## src/rtl/gcd_pkg.sv

```systemverilog
`default_nettype none
// +----------------------------------------------------------------------+
// | gcd_pkg : state codes and ALU mode codes shared by the GCD blocks    |
// | Rev 1.0                                                              |
// +----------------------------------------------------------------------+
package gcd_pkg;

  localparam int unsigned STATE_W = 4;
  typedef logic [STATE_W-1:0] state_t;

  localparam state_t ST_IDLE  = 4'd0;
  localparam state_t ST_LOAD  = 4'd1;
  localparam state_t ST_MAX   = 4'd2;
  localparam state_t ST_MIN   = 4'd3;
  localparam state_t ST_XFER  = 4'd4;
  localparam state_t ST_MOD   = 4'd5;
  localparam state_t ST_CHECK = 4'd6;
  localparam state_t ST_NEXT  = 4'd7;
  localparam state_t ST_DONE  = 4'd8;

  localparam logic [2:0] GCD_MAX = 3'd0;
  localparam logic [2:0] GCD_MIN = 3'd1;
  localparam logic [2:0] GCD_MOD = 3'd2;
  localparam logic [2:0] GCD_NOP = 3'd7;

  function automatic logic is_alu_phase(input state_t s);
    return (s == ST_MAX) || (s == ST_MIN) || (s == ST_MOD);
  endfunction

endpackage
`default_nettype wire

```

## src/rtl/gcd_controller.sv

```systemverilog
`default_nettype none
// +----------------------------------------------------------------------+
// | gcd_controller : Moore control FSM sequencing the Euclid datapath    |
// | Rev 1.0                                                              |
// +----------------------------------------------------------------------+
module gcd_controller
  import gcd_pkg::*;
#(
  parameter int unsigned ALU_LAT  = 2,
  parameter int unsigned MAX_ITER = 24
) (
  input  logic       clk,
  input  logic       rst,
  input  logic       start_i,
  input  logic       abort_i,
  input  logic       valid_i,
  output logic [2:0] alu_mode_o,
  output logic       zahl1_to_alu_a_o,
  output logic       zahl2_to_alu_b_o,
  output logic       wren_zw_gross_o,
  output logic       wren_zw_klein_o,
  output logic       wren_zw_in_zahlen_o,
  output logic       wren_erg_modulo_o,
  output logic       wren_to_new_numbers_o,
  output logic       check_for_termination_o,
  output logic       busy_o,
  output logic       done_o,
  output logic       error_o
);

  localparam int unsigned LAT_W  = (ALU_LAT > 0) ? $clog2(ALU_LAT + 1) : 1;
  localparam int unsigned ITER_W = (MAX_ITER > 0) ? $clog2(MAX_ITER + 1) : 1;
  localparam logic [LAT_W-1:0]  C_LAT_LAST = LAT_W'(ALU_LAT);
  localparam logic [ITER_W-1:0] C_ITER_MAX = ITER_W'(MAX_ITER);

  state_t            r_state, w_state_next;
  logic [LAT_W-1:0]  r_lat_cnt, w_lat_next;
  logic [ITER_W-1:0] r_iter_cnt, w_iter_next;
  logic              w_timeout;

  logic [2:0] r_alu_mode, w_alu_mode;
  logic       r_sel, w_sel;
  logic       r_wr_gross, w_wr_gross;
  logic       r_wr_klein, w_wr_klein;
  logic       r_wr_in_zahlen, w_wr_in_zahlen;
  logic       r_wr_erg, w_wr_erg;
  logic       r_wr_new, w_wr_new;
  logic       r_check, w_check;
  logic       r_busy, w_busy;
  logic       r_done, w_done;
  logic       r_error, w_error;
  logic       w_lat_next_last;

  always_ff @(posedge clk or negedge rst) begin
    if (!rst) begin
      r_state        <= ST_IDLE;
      r_lat_cnt      <= '0;
      r_iter_cnt     <= '0;
      r_alu_mode     <= '0;
      r_sel          <= 1'b0;
      r_wr_gross     <= 1'b0;
      r_wr_klein     <= 1'b0;
      r_wr_in_zahlen <= 1'b0;
      r_wr_erg       <= 1'b0;
      r_wr_new       <= 1'b0;
      r_check        <= 1'b0;
      r_busy         <= 1'b0;
      r_done         <= 1'b0;
      r_error        <= 1'b0;
    end else begin
      r_state        <= w_state_next;
      r_lat_cnt      <= w_lat_next;
      r_iter_cnt     <= w_iter_next;
      r_alu_mode     <= w_alu_mode;
      r_sel          <= w_sel;
      r_wr_gross     <= w_wr_gross;
      r_wr_klein     <= w_wr_klein;
      r_wr_in_zahlen <= w_wr_in_zahlen;
      r_wr_erg       <= w_wr_erg;
      r_wr_new       <= w_wr_new;
      r_check        <= w_check;
      r_busy         <= w_busy;
      r_done         <= w_done;
      r_error        <= w_error;
    end
  end

  always_comb begin
    w_state_next = r_state;
    w_timeout    = 1'b0;
    case (r_state)
      ST_IDLE:  if (start_i) w_state_next = ST_LOAD;
      ST_LOAD:  w_state_next = ST_MAX;
      ST_MAX:   if (r_lat_cnt == C_LAT_LAST) w_state_next = ST_MIN;
      ST_MIN:   if (r_lat_cnt == C_LAT_LAST) w_state_next = ST_XFER;
      ST_XFER:  w_state_next = ST_MOD;
      ST_MOD:   if (r_lat_cnt == C_LAT_LAST) w_state_next = ST_CHECK;
      ST_CHECK: begin
        if (valid_i) begin
          w_state_next = ST_DONE;
        end else if (r_iter_cnt == C_ITER_MAX) begin
          w_state_next = ST_DONE;
          w_timeout    = 1'b1;
        end else begin
          w_state_next = ST_NEXT;
        end
      end
      ST_NEXT:  w_state_next = ST_MOD;
      ST_DONE:  w_state_next = ST_IDLE;
      default:  w_state_next = ST_IDLE;
    endcase

    if (abort_i && (r_state != ST_IDLE)) begin
      w_state_next = ST_IDLE;
      w_timeout    = 1'b0;
    end

    // Latency counter restarts whenever an ALU phase is (re)entered.
    if (is_alu_phase(w_state_next) && (w_state_next == r_state)) begin
      w_lat_next = r_lat_cnt + 1'b1;
    end else begin
      w_lat_next = '0;
    end

    w_iter_next = r_iter_cnt;
    if (w_state_next == ST_LOAD) begin
      w_iter_next = '0;
    end else if ((r_state == ST_NEXT) && (r_iter_cnt != C_ITER_MAX)) begin
      w_iter_next = r_iter_cnt + 1'b1;
    end
  end

  // Outputs are decoded from the next state so the registered copies line up with the state.
  always_comb begin
    w_alu_mode      = '0;
    w_sel           = 1'b0;
    w_wr_gross      = 1'b0;
    w_wr_klein      = 1'b0;
    w_wr_in_zahlen  = 1'b0;
    w_wr_erg        = 1'b0;
    w_wr_new        = 1'b0;
    w_check         = 1'b0;
    w_done          = 1'b0;
    w_error         = 1'b0;
    w_busy          = (w_state_next != ST_IDLE);
    w_lat_next_last = (w_lat_next == C_LAT_LAST);
    case (w_state_next)
      ST_MAX: begin
        w_alu_mode = GCD_MAX;
        w_sel      = 1'b1;
        w_wr_gross = w_lat_next_last;
      end
      ST_MIN: begin
        w_alu_mode = GCD_MIN;
        w_sel      = 1'b1;
        w_wr_klein = w_lat_next_last;
      end
      ST_MOD: begin
        w_alu_mode = GCD_MOD;
        w_sel      = 1'b1;
        w_wr_erg   = w_lat_next_last;
      end
      ST_XFER:  w_wr_in_zahlen = 1'b1;
      ST_CHECK: w_check        = 1'b1;
      ST_NEXT:  w_wr_new       = 1'b1;
      ST_DONE: begin
        w_done  = 1'b1;
        w_error = w_timeout;
      end
      default: ;
    endcase
  end

  assign alu_mode_o              = r_alu_mode;
  assign zahl1_to_alu_a_o        = r_sel;
  assign zahl2_to_alu_b_o        = r_sel;
  assign wren_zw_gross_o         = r_wr_gross;
  assign wren_zw_klein_o         = r_wr_klein;
  assign wren_zw_in_zahlen_o     = r_wr_in_zahlen;
  assign wren_erg_modulo_o       = r_wr_erg;
  assign wren_to_new_numbers_o   = r_wr_new;
  assign check_for_termination_o = r_check;
  assign busy_o                  = r_busy;
  assign done_o                  = r_done;
  assign error_o                 = r_error;

endmodule
`default_nettype wire
```

## config.mk

```make
export PLATFORM = sky130hd
export DESIGN_NAME = gcd_controller
export DESIGN_NICKNAME = d
export VERILOG_FILES = /design/src/rtl/gcd_pkg.sv /design/src/rtl/gcd_controller.sv
export SDC_FILE = /design/constraint.sdc
export NUM_CORES = 1
export LEC_CHECK = 0
export BUFFER_PORTS_ARGS = -buffer_cell sky130_fd_sc_hd__buf_2
export CAP_MARGIN = 20
export CELL_PAD_IN_SITES_DETAIL_PLACEMENT = 1
export CELL_PAD_IN_SITES_GLOBAL_PLACEMENT = 1
export CORE_ASPECT_RATIO = 1.25
export CORE_MARGIN = 3
export CORE_UTILIZATION = 38
export CTS_CLUSTER_DIAMETER = 100
export CTS_CLUSTER_SIZE = 30
export DETAILED_ROUTE_END_ITERATION = 8
export MAX_ROUTING_LAYER = met4
export PLACE_DENSITY = 0.76
export REMOVE_ABC_BUFFERS = 1
export SETUP_SLACK_MARGIN = 0.05
export SLEW_MARGIN = 30
export SYNTH_ARGS = -nofsm -noshare
export SYNTH_HDL_FRONTEND = slang
export SYNTH_SLANG_ARGS = --single-unit
```

## constraint.sdc

```tcl
create_clock -name clk -period 1.81 [get_ports clk]
set_clock_uncertainty 0.05 [all_clocks]
set_input_delay 0.181 -clock clk [delete_from_list [all_inputs] [get_ports clk]]
set_output_delay 0.181 -clock clk [all_outputs]
set_load 0.05 [all_outputs]
```

==> impl_metrics.tcl, run 1 <==
set metrics [dict create \
    grt_pass1_vias 1375 \
    cts_max_level 1 \
    synth.top_cells.by_area "dfrtp_1 (47%), nor2_1 (4.6%), a211oi_2 (3.0%)" \
    met3_length_um 148 \
    avgRoutedWirePerCell_um 21.61 \
    antenna_found_initial 0 \
    synth_top_cell_area_share_pct 46.51 \
    wl_met1_mm 1.819 \
    cpPeakStageDelay_ps 510 \
    hold_slack_ps 177.3 \
    fmax_mhz 490.0 \
    slowest_stage "or4b_4" \
    clkTransAtPathRegs_ps 130 \
    drc 0 \
    top_layer "met4" \
    drv_slew 0 \
    core_um2 3028 \
    fin_ws_ps -230.9 \
    crit_chain "inv_1, ha_2, and4b_2, or4b_4, a211oi_2, o21ai_2, a211oi_2" \
    critPathKind "flop to flop" \
    wl_mm 4.667 \
    maxSlewHeadroom_pct 64.83 \
    rows 22 \
    cp_max_fo 5 \
    min_period_ps 2041 \
    grt-ovfl-total 0 \
    hold_class "input pin to flop" \
    antenna_cells 0 \
    ant_nets 0 \
    dr.pass1.iters 4 \
    max_cap_violations 0 \
    pin_count 19 \
    cts-root-buf "clkbuf_4" \
    power-per-cell-area_nw_per_um2 1124 \
    worst_slew_pin_slew_ps 527.6 \
    setup_viol 17 \
    layout_common_cells "buf_4 (41), dfrtp_1 (21), buf_2 (17), nor2_1 (14), inv_1 (7)" \
    die_h_um 69.80 \
    final_area_um2 1871 \
    grt_usage_pct 25.29 \
    ys_seq_area_share_pct 46.51 \
    cts_tree "done" \
    synth-seq-cells 23 \
    vias_per_cell 5.551 \
    dpl.hpwl_mm 2.789 \
    avgSynthCellArea_um2 9.979 \
    final_util_pct 61.78 \
    fin_nets 189 \
    rsz0062_at_grt "true" \
    worstPathRequired_ps 1990 \
    cts_buffer_depth 2 \
    wl_met2_mm 2.558 \
    start_util_pct 40.87 \
    grt_pass1_wl_mm 7.534 \
    path_buf_inv 1 \
    drive_above_1_share_pct 55.56 \
    finalCritPeriodShare_pct 112.8 \
    placed_area_um2 1553 \
    netlist-cell-type-count 42 \
    cp_common_cell "a211oi_2" \
    violations "setup timing" \
    port_buffers 17 \
    hold_viol_final 0 \
    clock_latency_ps 310 \
    crit_path_start_kind "flop" \
    p_leak_nw 0.8837 \
    netlist_instances 124 \
    yosysWarningCount 0 \
    grt_max_degree 24 \
    cp-end-kind "flop" \
    cp.arrival_ps 2230 \
    peakVddDrop_mv 0.8394 \
    cts.sinks 23 \
    yosys.area.top_type "dfrtp_1" \
    status "finished, violations left" \
    die_x_um 57.04 \
    dieArea_um2 3981 \
    first_iter_violations 50 \
    place.gp.congestion 0.8453 \
    cts_buffers 3 \
    netlist_area_um2 1237 \
    layout_commonest_cell "buf_4" \
    syn_to_final_growth_pct 51.16 \
    crit_family "simple AND/OR/NAND/NOR gates" \
    dr_total_vias 1199 \
]
stage by stage:
step           total power, mW  setup slack [ps]  std cells  TNS [ps]
2_1_floorplan            1.115            -204.4        115    -593.3
3_3_place_gp             1.468            -225.6        200     -1100
3_5_place_dp             1.500            -297.1        200     -2588
4_1_cts                  1.911            -164.3        211    -933.0
5_1_grt                  2.201            -329.3        216     -3711
6_report                 2.102            -230.9        216     -2323
worst register-to-register path: stages (launching register included):
cell and delay (ps):
dfrtp_1 400, inv_1 60, ha_2 170, and4b_2 280
or4b_4 510, a211oi_2 220, o21ai_2 100, a211oi_2 170
state kept, by name, indices dropped and copies added, names as in the netlist, 2 cells and up:
| signal | cells |
|---|---|
| r_lat_cnt | 2 |
| r_iter_cnt | 5 |
| alu_mode_o | 2 |
| r_state | 4 |
kinds of logic (layout without fill, tap and decap cells):
| group | Yosys count | after routing | synth area share (%) |
|---|---|---|---|
| xor+xnor | 5 | 5 | 3.539 |
| simple gates | 47 | 47 | 22.25 |
| other cells | 1 | 1 | 0.3030 |
| fa+ha+maj | 3 | 3 | 3.034 |
| mux | 4 | 4 | 3.337 |
| flops | 23 | 23 | 46.51 |
| buf+inv | 17 | 73 | 6.875 |
| compound gates | 24 | 24 | 14.16 |
report_power, final:
part	switching (mW)	internal [mW]	total [mW]
Sequential	0.0442	0.574	0.618
Clock	0.160	0.0862	0.246
Combinational	0.711	0.527	1.24
synthesized netlist by cell type, drive strengths merged:
cell,n
dfrtp,23
nor2,15
buf,8
inv,8
a21oi,7
nand2,6
a211oi,5
nand2b,4
nor4,4
xor2,4
ha,3
mux2i,3
nand4,3
nor3,3
o21ai,3
a31oi,2
a32oi,2
and4b,2
o31ai,2
or3,2
a21boi,1
and3,1
and3b,1
clkbuf,1
conb,1
mux2,1
nand4bb,1
nor2b,1
nor3b,1
nor4b,1
o21bai,1
o22ai,1
or3b,1
or4b,1
xnor2,1
metal layers:
metal	up-vias	global-route usage, %
li1	545	-
met1	605	28.69
met2	35	43.46
met3	14	3.352
met4	0	11.34
met5	-	-
timing repair:
item | 4_1_cts | 5_1_grt
hold buffers | 1 | 0
pin swaps | 13 | 10
hold endpoints to repair | 23 | 0
setup buffers | 7 | 5
gates resized for setup | 26 | 13
endpoints found under the setup margin | 19 | 20
path summary, 6_finish.rpt:
path                                      startpoint                            end  slack (ps)  depth (start not counted)
setup / recovery           r_iter_cnt[1]$_DFFE_PN0P_         r_lat_cnt[0]$_DFF_PN0_        -230                          7
hold / removal                               abort_i           r_state[3]$_DFF_PN0_         180                          3
hold reg to reg                 r_state[2]$_DFF_PN0_  wren_zw_in_zahlen_o$_DFF_PN0_         570                          1
max in group asynchronous                        rst           r_state[1]$_DFF_PN0_        1010                          2
setup reg to reg           r_iter_cnt[1]$_DFFE_PN0P_         r_lat_cnt[0]$_DFF_PN0_        -230                          7
min in group asynchronous                        rst           r_state[3]$_DFF_PN0_         320                          2
area by class of cell:
type | count | area, um2
fill | 340 | 1157
timing repair buffer | 61 | 425.4
tap | 36 | 45.04
clock buffer | 4 | 26.28
inverter | 8 | 30.03
multi-input combinational | 84 | 765.7
sequential | 23 | 578.1
(Power assumes the default switching activity.)
==> inputs of run 2 (changes only) <==
--- a/config.mk
+++ b/config.mk
@@ -15,8 +15,9 @@
 export CTS_CLUSTER_DIAMETER = 100
 export CTS_CLUSTER_SIZE = 30
 export DETAILED_ROUTE_END_ITERATION = 8
+export HOLD_SLACK_MARGIN = 0.15
 export MAX_ROUTING_LAYER = met4
-export PLACE_DENSITY = 0.76
+export PLACE_DENSITY_LB_ADDON = 0.1
 export REMOVE_ABC_BUFFERS = 1
 export SETUP_SLACK_MARGIN = 0.05
 export SLEW_MARGIN = 30
==> impl_metrics.tcl, run 2 (synthesized netlist as in run 1, its figures left out) <==
set metrics [dict create \
    wl_mm 4.332 \
    max_cap_violations 0 \
    pin_count 19 \
    violations "setup timing" \
    die_h_um 69.80 \
    critPathKind "flop to flop" \
    start_util_pct 40.87 \
    layout_common_cells "buf_4 (36), dfrtp_1 (22), buf_2 (17), nor2_1 (14), buf_6 (8)" \
    slowest_stage "dfrtp_1" \
    worst_slew_pin_slew_ps 517.8 \
    layout_commonest_cell "buf_4" \
    hold_class "input pin to flop" \
    antenna_found_initial 0 \
    finalCritPeriodShare_pct 113.9 \
    cts_tree "done" \
    final_util_pct 61.36 \
    port_buffers 17 \
    grt-ovfl-total 0 \
    final_cells 218 \
    vias_per_cell 5.417 \
    antenna_cells 0 \
    clkTransAtPathRegs_ps 130 \
    fin_nets 191 \
    cp.arrival_ps 2250 \
    top_register "r_iter_cnt" \
    setup_viol 18 \
    pre_cts_ws_ps -303.8 \
    peakVddDrop_mv 0.6786 \
    cts_buffer_depth 2 \
    power-per-cell-area_nw_per_um2 1077 \
    dr_total_vias 1181 \
    cp-endpoint "r_lat_cnt[1]$_DFF_PN0_" \
    largest_reg_flops 5 \
    dieArea_um2 3981 \
    drv_slew 0 \
    cts_buffers 3 \
    reg2reg_to "r_lat_cnt[1]$_DFF_PN0_" \
    status "finished, violations left" \
    worst_r2r_startpoint "r_iter_cnt[1]$_DFFE_PN0P_" \
    ff2ff_path_depth 8 \
    rsz0062_at_grt "true" \
    grt_pass1_vias 1322 \
    cp_max_fo 5 \
    top_regs "r_iter_cnt x5, r_state x4" \
    min_period_ps 2062 \
    first_iter_violations 37 \
    crit_path_start_kind "flop" \
    maxSlewHeadroom_pct 64.99 \
    avgRoutedWirePerCell_um 19.87 \
    ant_nets 0 \
    p_leak_nw 0.8915 \
    r2r_slack_ps -250 \
    n_fill_cell 353 \
    syn_to_final_growth_pct 50.15 \
    dr.pass1.iters 4 \
    hold_viol_final 0 \
    cp-end-kind "flop" \
    regArea_um2 576.8 \
    clock_latency_ps 320 \
    power_mw 2.000 \
    grt_pass1_wl_mm 6.762 \
    worstPathRequired_ps 2000 \
    cp-startpoint "r_iter_cnt[1]$_DFFE_PN0P_" \
    dpl.hpwl_mm 2.738 \
    cts.sinks 23 \
    fin_ws_ps -251.9 \
    rows 22 \
    fmax_mhz 485.0 \
    drive_above_1_share_pct 52.20 \
    crit_chain "inv_1, ha_2, and4b_2, buf_6, or3_4, a31oi_4, nand2_4, a211oi_2" \
    grt_max_degree 24 \
    die_x_um 57.04 \
    cts-root-buf "clkbuf_4" \
    multi_input_area_um2 714.4 \
    grt_usage_pct 23.15 \
    place_inst 199 \
    core_um2 3028 \
    cts_max_level 1 \
    drc 0 \
    place.gp.congestion 0.8800 \
    tns_ps -3035 \
    cpPeakStageDelay_ps 390 \
]
[run 2: routing by layer]
| metal | GRT usage (%) | wire length [um] | vias to the layer above | share of wire (%) |
|---|---|---|---|---|
| li1 | - | - | 553 | - |
| met1 | 25.18 | 1614 | 587 | 37 |
| met2 | 40.28 | 2442 | 27 | 56 |
| met3 | 1.862 | 78 | 14 | 1.8 |
| met4 | 13.40 | 195 | 0 | 4.5 |
| met5 | - | 0 | - | 0 |
[run 2: worst min path at each step]
stage	start	endpoint	slack [ps]	cells past startpoint
3_3_place_gp	rst	busy_o$_DFF_PN0_	120	1
5_1_grt	valid_i	error_o$_DFF_PN0_	260	2
4_1_cts	valid_i	error_o$_DFF_PN0_	260	2
2_1_floorplan	rst	alu_mode_o[0]$_DFF_PN0_	-160	0
6_report	valid_i	done_o$_DFF_PN0_	260	3
3_5_place_dp	rst	busy_o$_DFF_PN0_	140	1
[run 2: layout make-up]
type | instances | area share [%]
Multi-Input combinational cell | 84 | 38.45
Timing Repair Buffer | 63 | 25.05
Sequential cell | 23 | 31.04
Clock buffer | 4 | 1.414
Inverter | 8 | 1.616
Tap cell | 36 | 2.424
[run 2: worst max-delay path, delay by kind of cell (launching register included)]
family | cells | cell delay, ps
simple gates | 3 | 710
fa+ha+maj | 1 | 170
flops | 1 | 390
buf+inv | 2 | 200
compound gates | 2 | 460
[run 2: report_power, final]
| part | internal (mW) | switching, mW |
|---|---|---|
| Sequential | 0.572 | 0.0490 |
| Clock | 0.0864 | 0.160 |
| Combinational | 0.478 | 0.655 |
[run 2: stage by stage]
stage	instance area, um2	hold WS (ps)
final	1858	260.1
after CTS	1742	255.3
after global placement	1545	117.9
after global routing	1858	261.7
after floorplan	1182	-164.6
after detailed placement	1545	137.5
[run 2: timing repair]
| item | 4_1_cts | 5_1_grt |
|---|---|---|
| setup endpoints to repair | 20 | 20 |
| hold buffers | 2 | 0 |
| buffers inserted | 9 | 4 |
| pin swaps | 15 | 10 |
| hold endpoints to repair | 25 | 0 |
| resized for setup | 21 | 16 |
